$ cat src/rtl/dp_vid_mon.sv
// Passive DPRX video stream monitor: measures line length, line count and data checksum per frame,
// counts frames, flags framing errors and reports lock once consecutive frames share one format.
module dp_vid_mon #(
  parameter int P_PPC         = 4,
  parameter int P_VID_DAT     = 96,
  parameter int P_LOCK_FRAMES = 2
) (
  input  logic                 CLK_IN,
  input  logic                 RST_IN,
  input  logic                 CLR_IN,
  input  logic                 VID_SOF_IN,
  input  logic                 VID_EOL_IN,
  input  logic [P_VID_DAT-1:0] VID_DAT_IN,
  input  logic                 VID_VLD_IN,
  output logic                 LOCK_OUT,
  output logic [15:0]          HRES_OUT,
  output logic [15:0]          VRES_OUT,
  output logic [P_VID_DAT-1:0] CHK_OUT,
  output logic [15:0]          FRM_CNT_OUT,
  output logic                 FRM_STB_OUT,
  output logic [2:0]           ERR_OUT
);

  localparam logic [3:0] LOCK_N = 4'(P_LOCK_FRAMES);

  typedef enum logic [1:0] {S_IDLE, S_LINE, S_EOL} state_t;

  state_t               state_q, state_d;
  logic [15:0]          beat_q, beat_d;
  logic [15:0]          line_q, line_d;
  logic [15:0]          frame_h_q, frame_h_d;
  logic                 bad_q, bad_d;
  logic [P_VID_DAT-1:0] acc_q, acc_d;
  logic [15:0]          hres_q, hres_d;
  logic [15:0]          vres_q, vres_d;
  logic [P_VID_DAT-1:0] chk_q, chk_d;
  logic [15:0]          cnt_q, cnt_d;
  logic                 stb_q, stb_d;
  logic [2:0]           err_q, err_d;
  logic [3:0]           match_q, match_d;
  logic                 lock_q, lock_d;

  logic                 start_c, cont_c, close_c;
  logic [15:0]          beats_c, lines_c, px_c;
  logic [17:0]          prod_c;
  logic [2:0]           new_err_c;
  logic [3:0]           match_n;

  always_comb begin
    state_d   = state_q;
    beat_d    = beat_q;
    line_d    = line_q;
    frame_h_d = frame_h_q;
    bad_d     = bad_q;
    acc_d     = acc_q;
    hres_d    = hres_q;
    vres_d    = vres_q;
    chk_d     = chk_q;
    cnt_d     = cnt_q;
    stb_d     = 1'b0;
    err_d     = err_q;
    match_d   = match_q;
    lock_d    = lock_q;
    start_c   = 1'b0;
    cont_c    = 1'b0;
    close_c   = 1'b0;
    beats_c   = beat_q;
    lines_c   = line_q;
    prod_c    = '0;
    px_c      = '0;
    new_err_c = '0;
    match_n   = match_q;

    if (VID_VLD_IN) begin
      case (state_q)
        S_IDLE: start_c = VID_SOF_IN;
        S_LINE: begin
          if (VID_SOF_IN) begin
            start_c      = 1'b1;
            new_err_c[0] = 1'b1;
          end else begin
            cont_c = 1'b1;
          end
        end
        S_EOL: begin
          if (VID_SOF_IN) begin
            start_c = 1'b1;
            close_c = 1'b1;
          end else begin
            cont_c = 1'b1;
          end
        end
        default: ;
      endcase
    end

    // A SOF beat is always beat 1 of a fresh frame, whatever it closed or aborted.
    if (start_c) begin
      beats_c = 16'd1;
      lines_c = 16'd0;
      acc_d   = VID_DAT_IN;
      bad_d   = 1'b0;
      state_d = S_LINE;
    end else if (cont_c) begin
      beats_c = (beat_q == 16'hFFFF) ? beat_q : beat_q + 16'd1;
      acc_d   = acc_q ^ VID_DAT_IN;
      state_d = S_LINE;
    end
    beat_d = beats_c;
    line_d = lines_c;

    if ((start_c || cont_c) && VID_EOL_IN) begin
      prod_c = 18'(beats_c) * 18'(P_PPC);
      px_c   = (prod_c > 18'h0FFFF) ? 16'hFFFF : prod_c[15:0];
      if (lines_c == 16'd0) begin
        frame_h_d = px_c;
      end else if (px_c != frame_h_q) begin
        new_err_c[1] = 1'b1;
        bad_d        = 1'b1;
      end
      line_d  = (lines_c == 16'hFFFF) ? lines_c : lines_c + 16'd1;
      beat_d  = 16'd0;
      state_d = S_EOL;
    end

    if (close_c) begin
      hres_d = frame_h_q;
      vres_d = line_q;
      chk_d  = acc_q;
      stb_d  = 1'b1;
      // A zero match count means there is no trusted previous frame to compare against.
      if (match_q == 4'd0) begin
        match_n = 4'd1;
        lock_d  = (LOCK_N == 4'd1);
      end else if (frame_h_q == hres_q && line_q == vres_q && !bad_q) begin
        match_n = (match_q >= LOCK_N) ? LOCK_N : match_q + 4'd1;
        lock_d  = (match_n == LOCK_N);
      end else begin
        match_n = 4'd1;
        lock_d  = 1'b0;
        if (line_q != vres_q) new_err_c[2] = 1'b1;
      end
    end

    if (new_err_c[0]) begin
      match_n = 4'd0;
      lock_d  = 1'b0;
    end
    match_d = match_n;

    if (CLR_IN) begin
      cnt_d = close_c ? 16'd1 : 16'd0;
    end else if (close_c) begin
      cnt_d = cnt_q + 16'd1;
    end
    err_d = (CLR_IN ? 3'b000 : err_q) | new_err_c;
  end

  always_ff @(posedge CLK_IN or negedge RST_IN) begin
    if (!RST_IN) begin
      state_q   <= S_IDLE;
      beat_q    <= '0;
      line_q    <= '0;
      frame_h_q <= '0;
      bad_q     <= 1'b0;
      acc_q     <= '0;
      hres_q    <= '0;
      vres_q    <= '0;
      chk_q     <= '0;
      cnt_q     <= '0;
      stb_q     <= 1'b0;
      err_q     <= '0;
      match_q   <= '0;
      lock_q    <= 1'b0;
    end else begin
      state_q   <= state_d;
      beat_q    <= beat_d;
      line_q    <= line_d;
      frame_h_q <= frame_h_d;
      bad_q     <= bad_d;
      acc_q     <= acc_d;
      hres_q    <= hres_d;
      vres_q    <= vres_d;
      chk_q     <= chk_d;
      cnt_q     <= cnt_d;
      stb_q     <= stb_d;
      err_q     <= err_d;
      match_q   <= match_d;
      lock_q    <= lock_d;
    end
  end

  assign LOCK_OUT    = lock_q;
  assign HRES_OUT    = hres_q;
  assign VRES_OUT    = vres_q;
  assign CHK_OUT     = chk_q;
  assign FRM_CNT_OUT = cnt_q;
  assign FRM_STB_OUT = stb_q;
  assign ERR_OUT     = err_q;

endmodule
$ cat config.mk
export PLATFORM = sky130hd
export DESIGN_NAME = dp_vid_mon
export DESIGN_NICKNAME = d
export VERILOG_FILES = /design/src/rtl/dp_vid_mon.sv
export SDC_FILE = /design/constraint.sdc
export NUM_CORES = 1
export LEC_CHECK = 0
export CORE_UTILIZATION = 47
export DETAILED_ROUTE_END_ITERATION = 6
export GPL_ROUTABILITY_DRIVEN = 1
export PLACE_DENSITY = 0.76
export SYNTH_ARGS = -nofsm -noshare
export SYNTH_HDL_FRONTEND = slang
export SYNTH_SLANG_ARGS = --single-unit
$ cat constraint.sdc
create_clock -name CLK_IN -period 3.2 [get_ports CLK_IN]
set_input_delay 0.8 -clock CLK_IN [delete_from_list [all_inputs] [get_ports CLK_IN]]
set_output_delay 0.8 -clock CLK_IN [all_outputs]
set_load 0.02 [all_outputs]
# --- Word level (Yosys, flattened, before mapping) ---
# Cells that the tools add are included.
classes:
  add_sub_neg: 4
  multipliers: 0
  div_mod_pow: 0
  order_cmp: 2
  n_eq_ne: 9
  shifts: 0
  muxes: 48
  bitwise: 2
  reduce_logical: 14
ops:
  columns: ["cell", "count"]
  rows:
  - ["96-bit two-way mux", 2]
  - ["16-bit two-way mux", 10]
  - ["96-bit XOR", 1]
  - ["16-bit by 1-bit adder with 16-bit output, second input constant", 3]
  - ["16-bit equality test", 2]
  - ["16-bit equality test, second input constant", 2]
  - ["16-bit != test", 2]
  - ["1-bit two-way mux", 26]
  - ["4-bit two-way mux", 5]
  - ["18-bit by 16-bit greater-than comparator with 1-bit output, second input constant", 1]
  - ["16-bit zero test", 1]
  - ["2-bit two-way mux", 3]
  - ["2-bit nonzero test", 3]
  - ["4-bit by 1-bit adder with 4-bit output, second input constant", 1]
  - ["4-bit by 2-bit equality test with 1-bit output, second input constant", 1]
  - ["4-bit by 2-bit >= comparator with 1-bit output, second input constant", 1]
  - ["4-bit zero test", 1]
  - ["1-bit logical AND", 3]
  - ["3-bit two-way mux", 1]
  - ["3-bit OR", 1]
  - ["3-bit nonzero test", 1]
  - ["2-bit by 1-bit equality test with 1-bit output, second input constant", 1]
  - ["2-bit equality test, second input constant", 1]
  - ["2-bit zero test", 1]
  - ["5 further kinds", 5]
totals:
  register_bits: 300
  latch_bits: 0
  mem_bits_rw: 0
  romBits: 0
  input_bits: 102
  output_inout_bits: 149
  elab_cells: 93
  n_memories: 0

# --- Depth between registers and ports, before layout ---
logic_depth:
  ltp_word: 13
  ltp_mapped: 14
  depth_no_buf: 12

# --- Worst setup path after synthesis ---
# Ideal clock, no wire load.
synth_timing:
  path_kind: "in2reg"
  from: "in VID_SOF_IN"
  to: "reg line_q[5]"
  setup_ps: 132
  arrival_ps: 3346
  required_ps: 3068
  slack_ps: -278
  path_stages: 13
  path_buffers: 3
  cell_sequence: "buf_2 -> nand3b_1 -> clkbuf_1 -> clkbuf_1 -> nand2_1 -> inv_1 -> ha_1 -> or3b_1 -> o31a_1 -> and3_1 -> nand4_1 -> xor2_1 -> nor2_1"
synth_between:
  elab_chain_cells: 7
  elab_cells_between_ends: 13
  classes_between: "1 x add/sub; 1 x eq/ne; 9 x mux; 2 x reduce/logical"
synth_rtl:
  columns: ["element", "line", "rtl"]
  rows:
  - ["start, declared", "11", "input logic VID_SOF_IN,"]
  - ["1-bit two-way mux", "78, 86", null]
  - ["1-bit case mux with 2 select lines", "75", "case (state_q)"]
  - ["1-bit two-way mux", "74", "if (VID_VLD_IN) begin"]
  - ["16-bit two-way mux", "98", "if (start_c) begin"]
  - ["16-bit by 1-bit adder with 16-bit output / 16-bit equality test (equally long branches)", "121", "line_d = (lines_c == 16'hFFFF) ? lines_c : lines_c + 16'd1;"]
  - ["16-bit two-way mux", "121", null]
  - ["16-bit two-way mux (*)", "112", "if ((start_c || cont_c) && VID_EOL_IN) begin"]
  - ["net line_d[5]", "30", "logic [15:0] line_q, line_d;"]
  - ["end signal, assigned", "178", "line_q <= line_d;"]
  - ["end, declared", "30", null]
# The timed path passes the listed nets; every way through them passes the cells marked *.
# A chain may end at the register's enable or synchronous reset.

# --- Worst setup path after layout ---
layout_timing:
  from: "reg beat_q[0]"
  to: "reg err_q[1] (netlist: ERR_OUT[1])"
layout_between:
  elab_chain_cells: 11
  elab_cells_between_ends: 12
  classes_between: "1 x add/sub; 1 x order compare; 2 x eq/ne; 7 x mux; 1 x bitwise"
layout_rtl:
  columns: ["element", "line", "rtl"]
  rows:
  - ["start, declared", "29", "logic [15:0] beat_q, beat_d;"]
  - ["start signal, assigned", "177", "beat_q <= beat_d;"]
  - ["16-bit by 1-bit adder with 16-bit output / 16-bit equality test (equally long branches)", "105", "beats_c = (beat_q == 16'hFFFF) ? beat_q : beat_q + 16'd1;"]
  - ["16-bit two-way mux", "105", null]
  - ["16-bit two-way mux (*)", "104", "end else if (cont_c) begin"]
  - ["16-bit two-way mux (*)", "98", null]
  - ["18-bit by 16-bit greater-than comparator with 1-bit output", "114", "px_c = (prod_c > 18'h0FFFF) ? 16'hFFFF : prod_c[15:0];"]
  - ["16-bit two-way mux (*)", "114", null]
  - ["16-bit != test (*)", "117", "end else if (px_c != frame_h_q) begin"]
  - ["1-bit two-way mux (*)", "117", null]
  - ["1-bit two-way mux (*)", "115", "if (lines_c == 16'd0) begin"]
  - ["1-bit two-way mux (*)", "112", null]
  - ["3-bit OR (*)", "156", "err_d = (CLR_IN ? 3'b000 : err_q) | new_err_c;"]
  - ["net err_d[1]", "39", "logic [2:0] err_q, err_d;"]
  - ["end signal, assigned", "187", "err_q <= err_d;"]
  - ["end, declared", "39", null]
# Marks and branches as above.

==> impl_metrics.py <==
metrics = {
    "outcome": {
        "status": "finished clean",
    },
    "placement": {
        "place_area_um2": 16700,
        "gp_congestion": 0.904,
        "dpl.hpwl_mm": 25.8,
        "io_buffers": 250,
    },
    "worst_setup_path": {
        "cp_slowest_cell": "nor4_4",
        "cp.arrival_ns": 3.36,
        "critical_path_class": "flop to flop",
        "crit_fanout": 9,
        "worst-path-buf-inv": 0,
        "slowest_delay_ns": 0.52,
        "required_ns": 3.57,
        "crit_chain": "ha_1 -> nand3_1 -> nor4_4 -> nor3_1 -> xnor2_1 -> o32ai_1 -> a211oi_1 -> a41o_1 -> o2111ai_1",
        "start_kind": "flop",
        "path_delay_family": "simple AND/OR/NAND/NOR gates",
        "cp-end-kind": "flop",
    },
    "logic_synthesis": {
        "synth_area_um2": 13400,
        "synthArstFlopShare_pct": 100,
        "synthCells": 1443,
        "avgSynthCellArea_um2": 9.29,
        "synth_nets": 1555,
        "ys_warn_count": 0,
        "postSynthRegisterBits": 298,
        "netlist_top_cells_area": "dfrtp_1 (56%), nand2_1 (12%), a311oi_1 (6.2%)",
        "yosysTopAreaCell": "dfrtp_1",
        "synth.distinct_cells": 59,
        "synth_edf_count": 0,
        "synth_top_cell_area_share_pct": 55.7,
        "ys_seq_area_share_pct": 55.7,
        "synth_ff_type": "dfrtp_1",
    },
    "power_and_ir_drop": {
        "switchingPower_uw": 5750,
        "power.density_nw_per_um2": 888,
        "power_frac_clock_pct": 24.8,
        "p_leak_uw": 0.00802,
        "ir_worst_vdd_uv": 606,
        "power.share.switching_pct": 36.4,
        "combPwrFrac_pct": 34.6,
        "seqPwrFrac_pct": 40.6,
        "power_uw": 15800,
        "internal-power_uw": 10100,
    },
    "clocking": {
        "cts-root-buf": "clkbuf_16",
        "clock_path_buffers": 3,
        "cts_tree": "done",
        "clock_latency_ns": 0.51,
        "numClockSinks": 298,
        "cts_setup_buffers": 0,
        "numCtsBuffers": 34,
        "h-tree-depth": 2,
        "clk_pin_slew_ns": 0.06,
    },
    "cells_and_area": {
        "fin_nets": 1819,
        "final_cell_mix": "nand2_1 (411), dfrtp_1 (298), clkdlybuf4s50_1 (249)",
        "final_area_um2": 17800,
        "seq_area_um2": 7460,
        "multi_input_comb_area_um2": 5570,
        "syn_to_final_growth_pct": 32.9,
        "final_common_cell": "nand2_1",
        "utilization_pct": 63.7,
        "layout-drive-gt1-share_pct": 8.16,
        "n_fill_cell": 2298,
    },
    "timing": {
        "hold_viol": 0,
        "period_share_pct": 93.6,
        "setup_viol": 0,
        "period_needed_ns": 2.99,
        "fin_tns_setup_ns": 0,
        "slew_headroom_pct": 56.7,
        "rsz0062_at_grt": "false",
        "tightest_slew_ns": 0.650,
        "fmaxAchievable_ghz": 0.334,
        "clock_skew_ns": 0.0165,
        "slew_viol_final": 0,
    },
    "grt": {
        "grt_max_degree": 131,
        "grt-ovfl-total": 0,
        "antenna_found_initial": 4,
        "grt_pass1_wl_mm": 61.5,
        "track_usage_pct": 26.7,
        "grt_pass1_vias": 11600,
    },
    "route": {
        "drc_errors": 0,
        "wl_per_cell_um": 18.2,
        "vias_per_cell": 5.57,
        "first_iter_violations": 754,
        "wl_mm": 38.5,
        "ant_nets": 0,
        "routed-via-count": 11800,
        "first_pass_iters": 5,
    },
    "floorplan": {
        "core-area_um2": 27900,
        "row_count": 61,
        "dieArea_um2": 29200,
        "ioPinCount": 251,
        "die_h_um": 171,
        "die_x_um": 171,
        "initial_core_util_pct": 48.0,
    },
    "min_path": {
        "hp-class": "input pin to asynchronous set/reset pin",
    },
    "job": {
        "max-cap-violations": 0,
    },
}
worst paths after layout:
check / from / endpoint / slack, ns / cells past startpoint
min in group CLK_IN: CHK_OUT[2]$_DFFE_PN0P_ / CHK_OUT[2]$_DFFE_PN0P_ / 0.47 / 2
hold / removal: RST_IN / CHK_OUT[29]$_DFFE_PN0P_ / 0.24 / 1
hold reg to reg: CHK_OUT[2]$_DFFE_PN0P_ / CHK_OUT[2]$_DFFE_PN0P_ / 0.47 / 2
setup reg to reg: beat_q[0]$_DFF_PN0_ / ERR_OUT[1]$_DFF_PN0_ / 0.21 / 9
max in group asynchronous: RST_IN / acc_q[54]$_DFFE_PN0N_ / 2.24 / 2
setup / recovery: beat_q[0]$_DFF_PN0_ / ERR_OUT[1]$_DFF_PN0_ / 0.21 / 9
metrics by stage:
step | hold WS (ns) | worst slack, ns | std cells
6_report | 0.238 | 0.206 | 2112
3_3_place_gp | 0.456 | -0.268 | 2049
4_1_cts | 0.240 | 0.197 | 2107
5_1_grt | 0.260 | 0.00101 | 2108
3_5_place_dp | 0.461 | -0.289 | 2049
2_1_floorplan | 0.459 | -0.0140 | 1443
power groups by stage:
stage / Clock (uW) / Sequential [uW] / Combinational (uW)
3_5_place_dp: 0 / 6420 / 5480
2_1_floorplan: 0 / 6900 / 2350
5_1_grt: 4150 / 6610 / 5970
6_report: 3920 / 6410 / 5480
4_1_cts: 3990 / 6400 / 5510
3_3_place_gp: 0 / 6370 / 5340
Yosys cell counts, types with 3 or more instances:
| cell | n |
|---|---|
| and3_1 | 12 |
| mux2_2 | 4 |
| nand4_1 | 26 |
| o211ai_1 | 6 |
| xnor2_1 | 36 |
| inv_1 | 17 |
| clkbuf_1 | 74 |
| and2_1 | 5 |
| dfrtp_1 | 298 |
| a31oi_1 | 18 |
| a211oi_1 | 4 |
| nor4_1 | 10 |
| a311oi_1 | 95 |
| o21ai_0 | 19 |
| nand3_1 | 20 |
| o21a_1 | 4 |
| nor2_1 | 161 |
| and4_1 | 5 |
| a21oi_1 | 106 |
| nor3_1 | 14 |
| or2_2 | 3 |
| xor2_1 | 27 |
| buf_1 | 9 |
| nand2_1 | 412 |
| ha_1 | 10 |
| buf_2 | 3 |
per-layer routing:
metal,vias to the layer above,track usage [%],part of all wire (%)
met5,-,0,0
met4,0,8.35,2.9
met3,66,6.62,7.3
met2,376,42.0,46
met1,5797,36.4,44
li1,5528,-,-
registers in the layout (all words and copies together) (netlist names):
| signal | flops |
|---|---|
| FRM_CNT_OUT | 16 |
| CHK_OUT | 96 |
| LOCK_OUT | 1 |
| FRM_STB_OUT | 1 |
| VRES_OUT | 16 |
| state_q | 2 |
| line_q | 16 |
| ERR_OUT | 3 |
| beat_q | 16 |
| frame_h_q | 15 |
| bad_q | 1 |
| acc_q | 96 |
| match_q | 4 |
| HRES_OUT | 15 |
worst register-to-register path: cells and delay by family, from the launching register on:
| family | cells | cell delay (ns) |
|---|---|---|
| AO/OA/AOI/OAI | 4 | 0.68 |
| XOR/XNOR | 1 | 0.49 |
| adder cells (fa/ha/maj) | 1 | 0.33 |
| flip-flops | 1 | 0.48 |
| AND/OR/NAND/NOR | 3 | 0.86 |
what timing repair did:
action	4_1_cts	5_1_grt
hold buffers	0	0
resized for setup	0	4
endpoints found under the setup margin	0	2
area by class of cell:
type | count | area share [%]
flip-flops and latches | 298 | 41.9
clock inverters | 11 | 0.752
clock buffers | 47 | 5.51
diodes | 5 | 0.0703
repair buffers | 316 | 17.5
well taps | 378 | 2.66
inverters | 17 | 0.373
multi-input cells | 1040 | 31.3
cell families after synthesis:
group | synth area share (%)
simple gates | 21.5
flops | 55.7
compound gates | 14.3
buf+inv | 3.03
xor+xnor | 4.12
fa+ha+maj | 0.934
mux | 0.486
Note: power is estimated with default switching activity, not from simulation.
